$ cat config.mk
export PLATFORM = sky130hd
export DESIGN_NAME = trace_draw_scheduler
export DESIGN_NICKNAME = d
export VERILOG_FILES = /design/src/rtl/trace_draw_scheduler.sv
export SDC_FILE = /design/constraint.sdc
export NUM_CORES = 1
export LEC_CHECK = 0
export ABC_AREA = 0
export CAP_MARGIN = 20
export CORE_MARGIN = 8
export CORE_UTILIZATION = 30
export CTS_CLUSTER_DIAMETER = 50
export DETAILED_ROUTE_END_ITERATION = 16
export GPL_ROUTABILITY_DRIVEN = 0
export PLACE_DENSITY = 0.6
export SYNTH_ARGS = -nofsm -noshare
export SYNTH_HDL_FRONTEND = slang
export SYNTH_SLANG_ARGS = --single-unit
$ cat constraint.sdc
create_clock -name clock -period 2.8 [get_ports clock]
set_clock_uncertainty 0.2 [all_clocks]
set_input_delay 0.42 -clock clock [delete_from_list [all_inputs] [get_ports clock]]
set_output_delay 0.42 -clock clock [all_outputs]
set_load 0.005 [all_outputs]
$ cat src/rtl/trace_draw_scheduler.sv
// trace_draw_scheduler: round-robin arbiter that turns per-channel scope
// samples into single-pixel frame-buffer writes, plus a full-screen clear.
module trace_draw_scheduler #(
  parameter int                      CHANNELS   = 2,
  parameter int                      Y_W        = 10,
  parameter int                      H_ACTIVE   = 1280,
  parameter int                      V_ACTIVE   = 1024,
  parameter logic [24*CHANNELS-1:0]  CH_COLOURS = 48'h00FF00_FF0000
) (
  input  logic                    clock,
  input  logic                    reset,
  input  logic [CHANNELS-1:0]     s_valid,
  output logic [CHANNELS-1:0]     s_ready,
  input  logic [CHANNELS*Y_W-1:0] s_data,
  input  logic                    clear_req,
  input  logic                    freeze,
  output logic                    busy,
  output logic                    wr_valid,
  input  logic                    wr_ready,
  output logic [10:0]             wr_x,
  output logic [10:0]             wr_y,
  output logic [7:0]              wr_R,
  output logic [7:0]              wr_G,
  output logic [7:0]              wr_B,
  output logic [CHANNELS-1:0]     x_wrap
);

  localparam int PTR_W = (CHANNELS > 1) ? $clog2(CHANNELS) : 1;

  typedef enum logic [1:0] {IDLE = 2'd0, DRAW = 2'd1, CLEAR = 2'd2} state_t;

  state_t              state_q, state_d;
  logic [PTR_W-1:0]    rr_ptr_q, rr_ptr_d;
  logic [PTR_W-1:0]    draw_ch_q, draw_ch_d;
  logic [10:0]         xcnt_q [CHANNELS];
  logic [10:0]         xcnt_d [CHANNELS];
  logic                wr_valid_q, wr_valid_d;
  logic                busy_q, busy_d;
  logic [10:0]         wr_x_q, wr_x_d;
  logic [10:0]         wr_y_q, wr_y_d;
  logic [23:0]         wr_rgb_q, wr_rgb_d;
  logic [CHANNELS-1:0] x_wrap_q, x_wrap_d;

  logic                grant_found_s;
  logic [PTR_W-1:0]    grant_idx_s;
  logic                grant_en_s;
  logic [Y_W-1:0]      grant_sample_s;
  logic [31:0]         samp_s;
  logic [10:0]         y_map_s;

  // Round-robin search: first valid channel at or after rr_ptr, modulo CHANNELS.
  always_comb begin
    grant_found_s = 1'b0;
    grant_idx_s   = '0;
    for (int k = 0; k < CHANNELS; k++) begin
      if (!grant_found_s && s_valid[(int'(rr_ptr_q) + k) % CHANNELS]) begin
        grant_found_s = 1'b1;
        grant_idx_s   = PTR_W'((int'(rr_ptr_q) + k) % CHANNELS);
      end else begin
        grant_found_s = grant_found_s;
      end
    end
  end

  // Grant qualification, combinational s_ready and sample-to-row mapping.
  always_comb begin
    grant_en_s     = (state_q == IDLE) && !clear_req && !freeze && grant_found_s;
    grant_sample_s = s_data[int'(grant_idx_s)*Y_W +: Y_W];
    samp_s         = 32'(grant_sample_s);
    // Row 0 is the top of the screen, so larger samples draw higher up.
    if (samp_s >= 32'(V_ACTIVE)) begin
      y_map_s = 11'd0;
    end else begin
      y_map_s = 11'(32'(V_ACTIVE) - 32'd1 - samp_s);
    end
    s_ready = '0;
    if (grant_en_s) begin
      s_ready[grant_idx_s] = 1'b1;
    end else begin
      s_ready = '0;
    end
  end

  // Next-state logic for the IDLE/DRAW/CLEAR sequencer and the output register.
  always_comb begin
    state_d    = state_q;
    rr_ptr_d   = rr_ptr_q;
    draw_ch_d  = draw_ch_q;
    xcnt_d     = xcnt_q;
    wr_valid_d = wr_valid_q;
    wr_x_d     = wr_x_q;
    wr_y_d     = wr_y_q;
    wr_rgb_d   = wr_rgb_q;
    x_wrap_d   = '0;
    case (state_q)
      IDLE: begin
        if (clear_req) begin
          state_d    = CLEAR;
          wr_valid_d = 1'b1;
          wr_x_d     = 11'd0;
          wr_y_d     = 11'd0;
          wr_rgb_d   = 24'h000000;
        end else if (grant_en_s) begin
          state_d    = DRAW;
          wr_valid_d = 1'b1;
          wr_x_d     = xcnt_q[grant_idx_s];
          wr_y_d     = y_map_s;
          wr_rgb_d   = CH_COLOURS[int'(grant_idx_s)*24 +: 24];
          draw_ch_d  = grant_idx_s;
          rr_ptr_d   = PTR_W'((int'(grant_idx_s) + 1) % CHANNELS);
        end else begin
          state_d = IDLE;
        end
      end
      DRAW: begin
        if (wr_ready) begin
          state_d    = IDLE;
          wr_valid_d = 1'b0;
          // Column advances only once the frame buffer has taken the pixel.
          if (xcnt_q[draw_ch_q] == 11'(H_ACTIVE - 1)) begin
            xcnt_d[draw_ch_q]   = 11'd0;
            x_wrap_d[draw_ch_q] = 1'b1;
          end else begin
            xcnt_d[draw_ch_q] = xcnt_q[draw_ch_q] + 11'd1;
          end
        end else begin
          state_d = DRAW;
        end
      end
      CLEAR: begin
        if (wr_ready) begin
          if (wr_x_q == 11'(H_ACTIVE - 1)) begin
            if (wr_y_q == 11'(V_ACTIVE - 1)) begin
              // Last pixel of the sweep: traces restart from the left edge.
              state_d    = IDLE;
              wr_valid_d = 1'b0;
              for (int c = 0; c < CHANNELS; c++) begin
                xcnt_d[c] = 11'd0;
              end
            end else begin
              wr_x_d = 11'd0;
              wr_y_d = wr_y_q + 11'd1;
            end
          end else begin
            wr_x_d = wr_x_q + 11'd1;
          end
        end else begin
          state_d = CLEAR;
        end
      end
      default: begin
        state_d    = IDLE;
        wr_valid_d = 1'b0;
      end
    endcase
    busy_d = wr_valid_d;
  end

  // State and output registers with synchronous reset.
  always_ff @(posedge clock) begin
    if (reset) begin
      state_q    <= IDLE;
      rr_ptr_q   <= '0;
      draw_ch_q  <= '0;
      wr_valid_q <= 1'b0;
      busy_q     <= 1'b0;
      wr_x_q     <= 11'd0;
      wr_y_q     <= 11'd0;
      wr_rgb_q   <= 24'h000000;
      x_wrap_q   <= '0;
      for (int c = 0; c < CHANNELS; c++) begin
        xcnt_q[c] <= 11'd0;
      end
    end else begin
      state_q    <= state_d;
      rr_ptr_q   <= rr_ptr_d;
      draw_ch_q  <= draw_ch_d;
      wr_valid_q <= wr_valid_d;
      busy_q     <= busy_d;
      wr_x_q     <= wr_x_d;
      wr_y_q     <= wr_y_d;
      wr_rgb_q   <= wr_rgb_d;
      x_wrap_q   <= x_wrap_d;
      for (int c = 0; c < CHANNELS; c++) begin
        xcnt_q[c] <= xcnt_d[c];
      end
    end
  end

  assign wr_valid = wr_valid_q;
  assign busy     = busy_q;
  assign wr_x     = wr_x_q;
  assign wr_y     = wr_y_q;
  assign wr_R     = wr_rgb_q[23:16];
  assign wr_G     = wr_rgb_q[15:8];
  assign wr_B     = wr_rgb_q[7:0];
  assign x_wrap   = x_wrap_q;

endmodule

==> impl_metrics.csv, run 1 <==
group,metric,value,unit
floorplan,num_rows,41,
floorplan,ioPinCount,79,
synthesis,netlist_area,3750,um^2
clock_tree,clkSinkCount,53,
worst_setup_path,setup.worst_path.start,"wr_x[1]",
power,power-per-cell-area,372,nW/um^2
global_route,grt.total_usage,14.8,%
synthesis,async_reset_ff_share,0,%
synthesis,postSynth.topFlopCell,"sky130_fd_sc_hd__dfxtp_1",
worst_setup_path,critical_path.startpoint_type,"flop",
timing,finalCritPeriodShare,92.6,%
synthesis,synthesis.yosys.warnings,0,
power,static-leakage-power,1.66,nW
finish,antennaDiodeCount,0,
job,max-cap-violations,0,
routing,post_drt_via_cell_ratio,5.43,
timing,rsz0062_at_grt,"false",
timing,sum_neg_setup_slack,0,ns
worst_setup_path,crit_type,"flop to flop",
routing,postRouteAntennaNets,0,
routing,drcViolationCount,0,
clock_tree,clk-insertion-delay-late,0.29,ns
routing,wirelength,12.3,mm
timing,finalCriticalPeriod,2.59,ns
synthesis,synth_cell_types,70,
worst_setup_path,timing.critical_path.slowest_stage_cell,"sky130_fd_sc_hd__dfxtp_1",
worst_setup_path,ff2ff_path_depth,7,
floorplan,horizontal_die_dimension,128,um
routing,wl_per_cell,16.5,um
finish,most_common_cell_after_layout_fill_and_taps_aside,"sky130_fd_sc_hd__clkdlybuf4s50_1",
synthesis,yosysSeqAreaShare,28.3,%
synthesis,syn-mean-instance-area,7.49,um^2
clock_tree,tritoncts.num_buffers,5,
worst_setup_path,critPathRequiredTime,2.75,ns
worst_setup_path,timing.reg2reg.setup_slack,0.21,ns
global_route,first_global_vias,3989,
global_route,grt.overflow.total,0,
timing,worst_slew_pin_slew,0.543,ns
synthesis,synth_edf_count,0,
power,ir_drop_worst_case_vdd,0.298,mV
finish,utilization,39.1,%
global_route,pin_count_of_the_biggest_net_entering_global_routing,31,
place,placement.io_buffers,70,
finish,area.growth.synth_to_final,29.2,%
worst_setup_path,worst-endpoint-arrival,2.54,ns
clock_tree,cts_hold_buf,0,
worst_setup_path,crit_path_max_fanout,11,
clock_tree,cts_tree,"built",
worst_setup_path,crit-reg2reg-launch,"wr_x[1]",
global_route,antenna_violations_before_repair,0,
synthesis,ys_seq_elements,53,
finish,layout.filler_cells,1308,
synthesis,synthesis.instances,501,
worst_setup_path,crit_path_cell_trace,"ha_1, and4_1, nand4_1, a21oi_2, nand2_1, o31ai_2, a21oi_1",
routing,drt_iter0_markers,317,
timing,timing.slew.headroom,63.7,%
clock_tree,cts-root-to-sink-buffers,2,
clock_tree,htree_levels,2,
timing,hold_viol,0,
floorplan,placeableCoreArea,12400,um^2
floorplan,total_die_area,16400,um^2
clock_tree,clkTransAtPathRegs,0.07,ns
place,dpl.hpwl,9.22,mm
routing,vias,4037,
worst_setup_path,endpoint_kind,"flop",
timing,fmax,0.386,GHz
timing,finalSetupViolations,0,
worst_setup_path,cpPeakStageDelay,0.41,ns
floorplan,die_h,128,um
worst_setup_path,capture_point_of_the_worst_path,"xcnt_q[14]",
worst_hold_path,min-delay-path-class,"flop to flop",
floorplan,initial_utilization,30.2,%
finish,most-common-layout-cells,"sky130_fd_sc_hd__clkdlybuf4s50_1, sky130_fd_sc_hd__nand2_1, sky130_fd_sc_hd__dfxtp_1",
finish,layout-drive-gt1-share,13.5,%
global_route,grt_first_pass_wirelength,20.0,mm
finish,final_net_count,600,
routing,dr.pass1.iters,5,
worst_setup_path,worstReg2RegEnd,"xcnt_q[14]",
clock_tree,root_buffer,"sky130_fd_sc_hd__clkbuf_16",
timing,timing.final.max_slew_violations,0,
run_status,result_of_the_run,"finished, final reports clean",
-- worst min path at each step --
stage / start / cells after the start / slack [ns] / end
2_1_floorplan: rr_ptr_q / 2 / 0.25 / rr_ptr_q
3_3_place_gp: rr_ptr_q / 2 / 0.29 / rr_ptr_q
3_5_place_dp: wr_y[10] / 1 / 0.29 / wr_y[10]
4_1_cts: wr_y[10] / 1 / 0.30 / wr_y[10]
5_1_grt: wr_y[10] / 1 / 0.32 / wr_y[10]
6_report: wr_y[10] / 1 / 0.30 / wr_y[10]
-- sequential cells by signal, indices dropped and copies added, names as in the netlist --
signal / flops
busy: 1
draw_ch_q: 1
rr_ptr_q: 1
state_q: 2
wr_rgb_q: 2
wr_x: 11
wr_y: 11
x_wrap: 2
xcnt_q: 22
-- per-stage QoR --
step                      worst slack (ns)  std cells  total power [mW]  area, um^2  hold WS [ns]
final                                0.206        743              1.81        4850         0.299
after global routing                0.0784        743              1.90        4850         0.323
after detailed placement           -0.0420        735              1.21        4690         0.292
after global placement             -0.0341        735              1.21        4690         0.285
after CTS                         -0.00656        743              1.82        4840         0.302
after floorplan                    0.00577        508              1.04        3800         0.250
-- cells in the mapped netlist (4+ instances only) --
master | instances | area [um^2]
sky130_fd_sc_hd__nand2b_1 | 10 | 62.6
sky130_fd_sc_hd__mux2_2 | 8 | 90.1
sky130_fd_sc_hd__nand4_1 | 7 | 43.8
sky130_fd_sc_hd__and2_1 | 5 | 31.3
sky130_fd_sc_hd__buf_2 | 11 | 55.1
sky130_fd_sc_hd__o21ai_0 | 35 | 175
sky130_fd_sc_hd__a31oi_1 | 9 | 56.3
sky130_fd_sc_hd__buf_4 | 24 | 180
sky130_fd_sc_hd__nor4_1 | 5 | 31.3
sky130_fd_sc_hd__nor2b_1 | 5 | 31.3
sky130_fd_sc_hd__or3_1 | 4 | 25.0
sky130_fd_sc_hd__nor3_1 | 18 | 90.1
sky130_fd_sc_hd__nand3_1 | 17 | 85.1
sky130_fd_sc_hd__a211oi_1 | 6 | 45.0
sky130_fd_sc_hd__o32ai_1 | 8 | 70.1
sky130_fd_sc_hd__clkbuf_1 | 17 | 63.8
sky130_fd_sc_hd__a221oi_1 | 4 | 35.0
sky130_fd_sc_hd__a21oi_1 | 49 | 245
sky130_fd_sc_hd__nor2_1 | 45 | 169
sky130_fd_sc_hd__and3_1 | 7 | 43.8
sky130_fd_sc_hd__nand2_1 | 57 | 214
sky130_fd_sc_hd__mux2i_1 | 11 | 110
sky130_fd_sc_hd__nor3b_1 | 5 | 37.5
sky130_fd_sc_hd__dfxtp_1 | 53 | 1060
sky130_fd_sc_hd__xnor2_1 | 6 | 52.6
sky130_fd_sc_hd__a311oi_1 | 4 | 35.0
sky130_fd_sc_hd__inv_1 | 8 | 30.0
-- repair_timing --
action                                  in CTS  in global routing
endpoints found under the setup margin       2                  3
resized for setup                            2                  4
cloned                                       0                  0
buffers inserted                             0                  0
-- critical path: cells and delay by family (launching register included) --
kind	cells	cell delay, ns
simple gates	3	0.84
flops	1	0.41
compound gates	3	0.74
fa+ha+maj	1	0.26
-- logic make-up (layout without fill, tap and decap cells) --
family / after synthesis / in the layout / share of synthesized area (%)
AND/OR/NAND/NOR: 207 / 207 / 29.0
AO/OA/AOI/OAI: 147 / 147 / 24.9
buffers and inverters: 64 / 127 / 9.76
flip-flops: 53 / 53 / 28.3
multiplexers: 19 / 19 / 5.33
XOR/XNOR: 7 / 7 / 1.63
adder cells (fa/ha/maj): 3 / 3 / 1.00
other: 1 / 8 / 0.0999
-- where the power goes --
| part | internal (mW) | leakage [nW] | switching, mW |
|---|---|---|---|
| Clock | 0.330 | 0.0706 | 0.278 |
| Sequential | 0.776 | 0.429 | 0.0273 |
| Combinational | 0.184 | 1.16 | 0.212 |
-- area by class of cell --
class / count / area [um^2] / area share [%]
clock buffers: 6 / 129 / 2.66
clock inverters: 2 / 10.0 / 0.206
inverters: 8 / 30.0 / 0.619
multi-input cells: 391 / 2370 / 48.9
flip-flops and latches: 53 / 1060 / 21.9
well taps: 172 / 215 / 4.44
repair buffers: 111 / 1030 / 21.3
-- per-layer routing --
| layer | vias to the layer above | global-route usage (%) | wire length (um) |
|---|---|---|---|
| met2 | 157 | 25.6 | 5950 |
| met1 | 1922 | 17.8 | 5300 |
| met4 | 0 | 4.06 | 164 |
| li1 | 1942 | - | - |
| met5 | - | 0 | 0 |
| met3 | 16 | 3.49 | 858 |
Power figures use the tool's default switching activity.
==> run 2: changes to the inputs <==
--- a/config.mk
+++ b/config.mk
@@ -6,13 +6,12 @@
 export NUM_CORES = 1
 export LEC_CHECK = 0
 export ABC_AREA = 0
-export CAP_MARGIN = 20
 export CORE_MARGIN = 8
 export CORE_UTILIZATION = 30
 export CTS_CLUSTER_DIAMETER = 50
 export DETAILED_ROUTE_END_ITERATION = 16
 export GPL_ROUTABILITY_DRIVEN = 0
-export PLACE_DENSITY = 0.6
+export PLACE_DENSITY = 0.58
 export SYNTH_ARGS = -nofsm -noshare
 export SYNTH_HDL_FRONTEND = slang
 export SYNTH_SLANG_ARGS = --single-unit
==> constraint.sdc (replaced) <==
create_clock -name clock -period 3.25 [get_ports clock]
set_clock_uncertainty 0.2 [all_clocks]
set_input_delay 0.4875 -clock clock [delete_from_list [all_inputs] [get_ports clock]]
set_output_delay 0.4875 -clock clock [all_outputs]
set_load 0.005 [all_outputs]
==> impl_metrics.csv, run 2 (synthesis gave the netlist of run 1 again) <==
group,metric,value,unit
clock_tree,clkTransAtPathRegs,0.07,ns
worst_setup_path,crit_type,"primary input to output pin",
global_route,pin_count_of_the_biggest_net_entering_global_routing,28,
clock_tree,tritoncts.num_buffers,5,
power,power-per-cell-area,352,nW/um^2
global_route,grt.total_usage,14.4,%
timing,finalSetupViolations,0,
global_route,grt_first_pass_wirelength,19.4,mm
floorplan,die_h,128,um
worst_setup_path,crit-reg2reg-launch,"draw_ch_q",
clock_tree,post-cts-setup-buffers,0,
clock_tree,resized_after_cts,0,
clock_tree,cts_hold_buf,0,
worst_setup_path,cp_num_buf_inv,2,
finish,most-common-layout-cells,"sky130_fd_sc_hd__clkdlybuf4s50_1, sky130_fd_sc_hd__nand2_1, sky130_fd_sc_hd__dfxtp_1",
routing,wl_per_cell,16.7,um
worst_setup_path,crit_path_cell_trace,"clkdlybuf4s50_1, o21bai_1, or4_1, nor2_1, clkdlybuf4s50_1",
floorplan,initial_utilization,30.2,%
clock_tree,clkSinkCount,53,
floorplan,total_die_area,16400,um^2
worst_setup_path,timing.reg2reg.setup_slack,0.46,ns
power,ir_drop_worst_case_vdd,0.183,mV
finish,largest_register_ffs,22,
routing,dr.pass1.iters,5,
worst_setup_path,ff2ff_path_depth,7,
routing,drt_iter0_markers,326,
routing,drcViolationCount,0,
worst_setup_path,cpPeakStageDelay,0.54,ns
floorplan,placeableCoreArea,12400,um^2
finish,largest-register,"xcnt_q",
routing,vias,3926,
finish,layout.filler_cells,1326,
clock_tree,clk-insertion-delay-late,0.29,ns
job,max-cap-violations,0,
clock_tree,htree_levels,2,
place,dpl.hpwl,8.93,mm
worst_setup_path,crit_path_max_fanout,5,
worst_hold_path,min-delay-path-class,"flop to flop",
place,placement.io_buffers,70,
clock_tree,cts-root-to-sink-buffers,2,
timing,timing.final.max_slew_violations,0,
worst_hold_path,hold_path_startpoint,"wr_y[10]",
global_route,first_global_vias,3766,
worst_hold_path,holdPathStages,1,
timing,rsz0062_at_grt,"false",
worst_setup_path,critPathRequiredTime,2.56,ns
finish,most_common_cell_after_layout_fill_and_taps_aside,"sky130_fd_sc_hd__clkdlybuf4s50_1",
worst_hold_path,whs_endpoint,"wr_y[10]",
worst_setup_path,critical-path-top-cell-by-count,"sky130_fd_sc_hd__clkdlybuf4s50_1",
timing,worst_slew_pin_slew,0.739,ns
worst_setup_path,worstReg2RegEnd,"xcnt_q[13]",
global_route,antenna_violations_before_repair,0,
timing,sum_neg_setup_slack,0,ns
timing,finalCriticalPeriod,3.07,ns
global_route,grt.overflow.total,0,
routing,post_drt_via_cell_ratio,5.43,
floorplan,num_rows,41,
finish,area.growth.synth_to_final,25.0,%
finish,layout-drive-gt1-share,9.80,%
clock_tree,cts_tree,"built",
floorplan,horizontal_die_dimension,128,um
finish,antennaDiodeCount,0,
worst_setup_path,worst-endpoint-arrival,2.39,ns
routing,postRouteAntennaNets,0,
worst_setup_path,crit_family,"buffers and inverters",
place,placed_cell_area,4520,um^2
clock_tree,root_buffer,"sky130_fd_sc_hd__clkbuf_16",
timing,timing.slew.headroom,50.3,%
power,static-leakage-power,1.53,nW
run_status,result_of_the_run,"finished, final reports clean",
finish,final_net_count,580,
finish,postLayoutCellArea,4690,um^2
worst_setup_path,endpoint_kind,"output pin",
timing,fmax,0.325,GHz
timing,hold_viol,0,
floorplan,ioPinCount,79,
timing,finalCritPeriodShare,94.6,%
worst_setup_path,critical_path.startpoint_type,"primary input",
worst_setup_path,timing.critical_path.slowest_stage_cell,"sky130_fd_sc_hd__clkdlybuf4s50_1",
routing,wirelength,12.1,mm
power,power.total,1.65,mW
-- run 2: cell count changes in the layout (fill, tap and decap cells not counted), moves of 2 or more --
cell	change
sky130_fd_sc_hd__buf_4	-18
sky130_fd_sc_hd__clkinv_2	-2
sky130_fd_sc_hd__clkdlybuf4s50_1	+2
sky130_fd_sc_hd__buf_12	-2
sky130_fd_sc_hd__nor2_1	+2
sky130_fd_sc_hd__nor2_2	-2
sky130_fd_sc_hd__dlymetal6s2s_1	-2
-- run 2: final cells by class --
type	count	area, um^2	share of cell area (%)
clock buffers	6	139	2.96
flip-flops and latches	53	1060	22.6
inverters	8	30.0	0.640
clock inverters	2	37.5	0.800
multi-input cells	391	2360	50.2
repair buffers	91	853	18.2
well taps	172	215	4.59
-- run 2: how the worst max path moves through the flow --
| stage | start | end | slack (ns) | cells after the start |
|---|---|---|---|---|
| floorplan | draw_ch_q | xcnt_q[5] | 0.16 | 13 |
| global placement | s_valid[0] | s_ready[1] | 0.18 | 5 |
| detailed placement | s_valid[0] | s_ready[1] | 0.18 | 5 |
| CTS | s_valid[0] | s_ready[1] | 0.16 | 5 |
| global route | s_valid[0] | s_ready[1] | 0.07 | 5 |
| finish | s_valid[0] | s_ready[1] | 0.18 | 5 |
-- run 2: power breakdown --
| group | leakage (nW) | internal (mW) | switching (mW) |
|---|---|---|---|
| logic | 1.02 | 0.141 | 0.171 |
| clock network | 0.0831 | 0.385 | 0.254 |
| registers | 0.429 | 0.668 | 0.0307 |
-- run 2: per-stage QoR --
stage | worst slack [ns] | instances | utilization, % | hold WS, ns
6_report | 0.176 | 723 | 37.8 | 0.307
3_5_place_dp | 0.175 | 715 | 36.4 | 0.299
2_1_floorplan | 0.162 | 508 | - | 0.250
5_1_grt | 0.0692 | 723 | 37.8 | 0.321
3_3_place_gp | 0.177 | 715 | 36.4 | 0.287
4_1_cts | 0.162 | 723 | 37.8 | 0.309
-- run 2: layer usage --
layer  GRT usage (%)  wire, um
met1            18.8      5670
met2            23.5      5430
met3            2.95       743
met4            3.71       221
met5               0         0
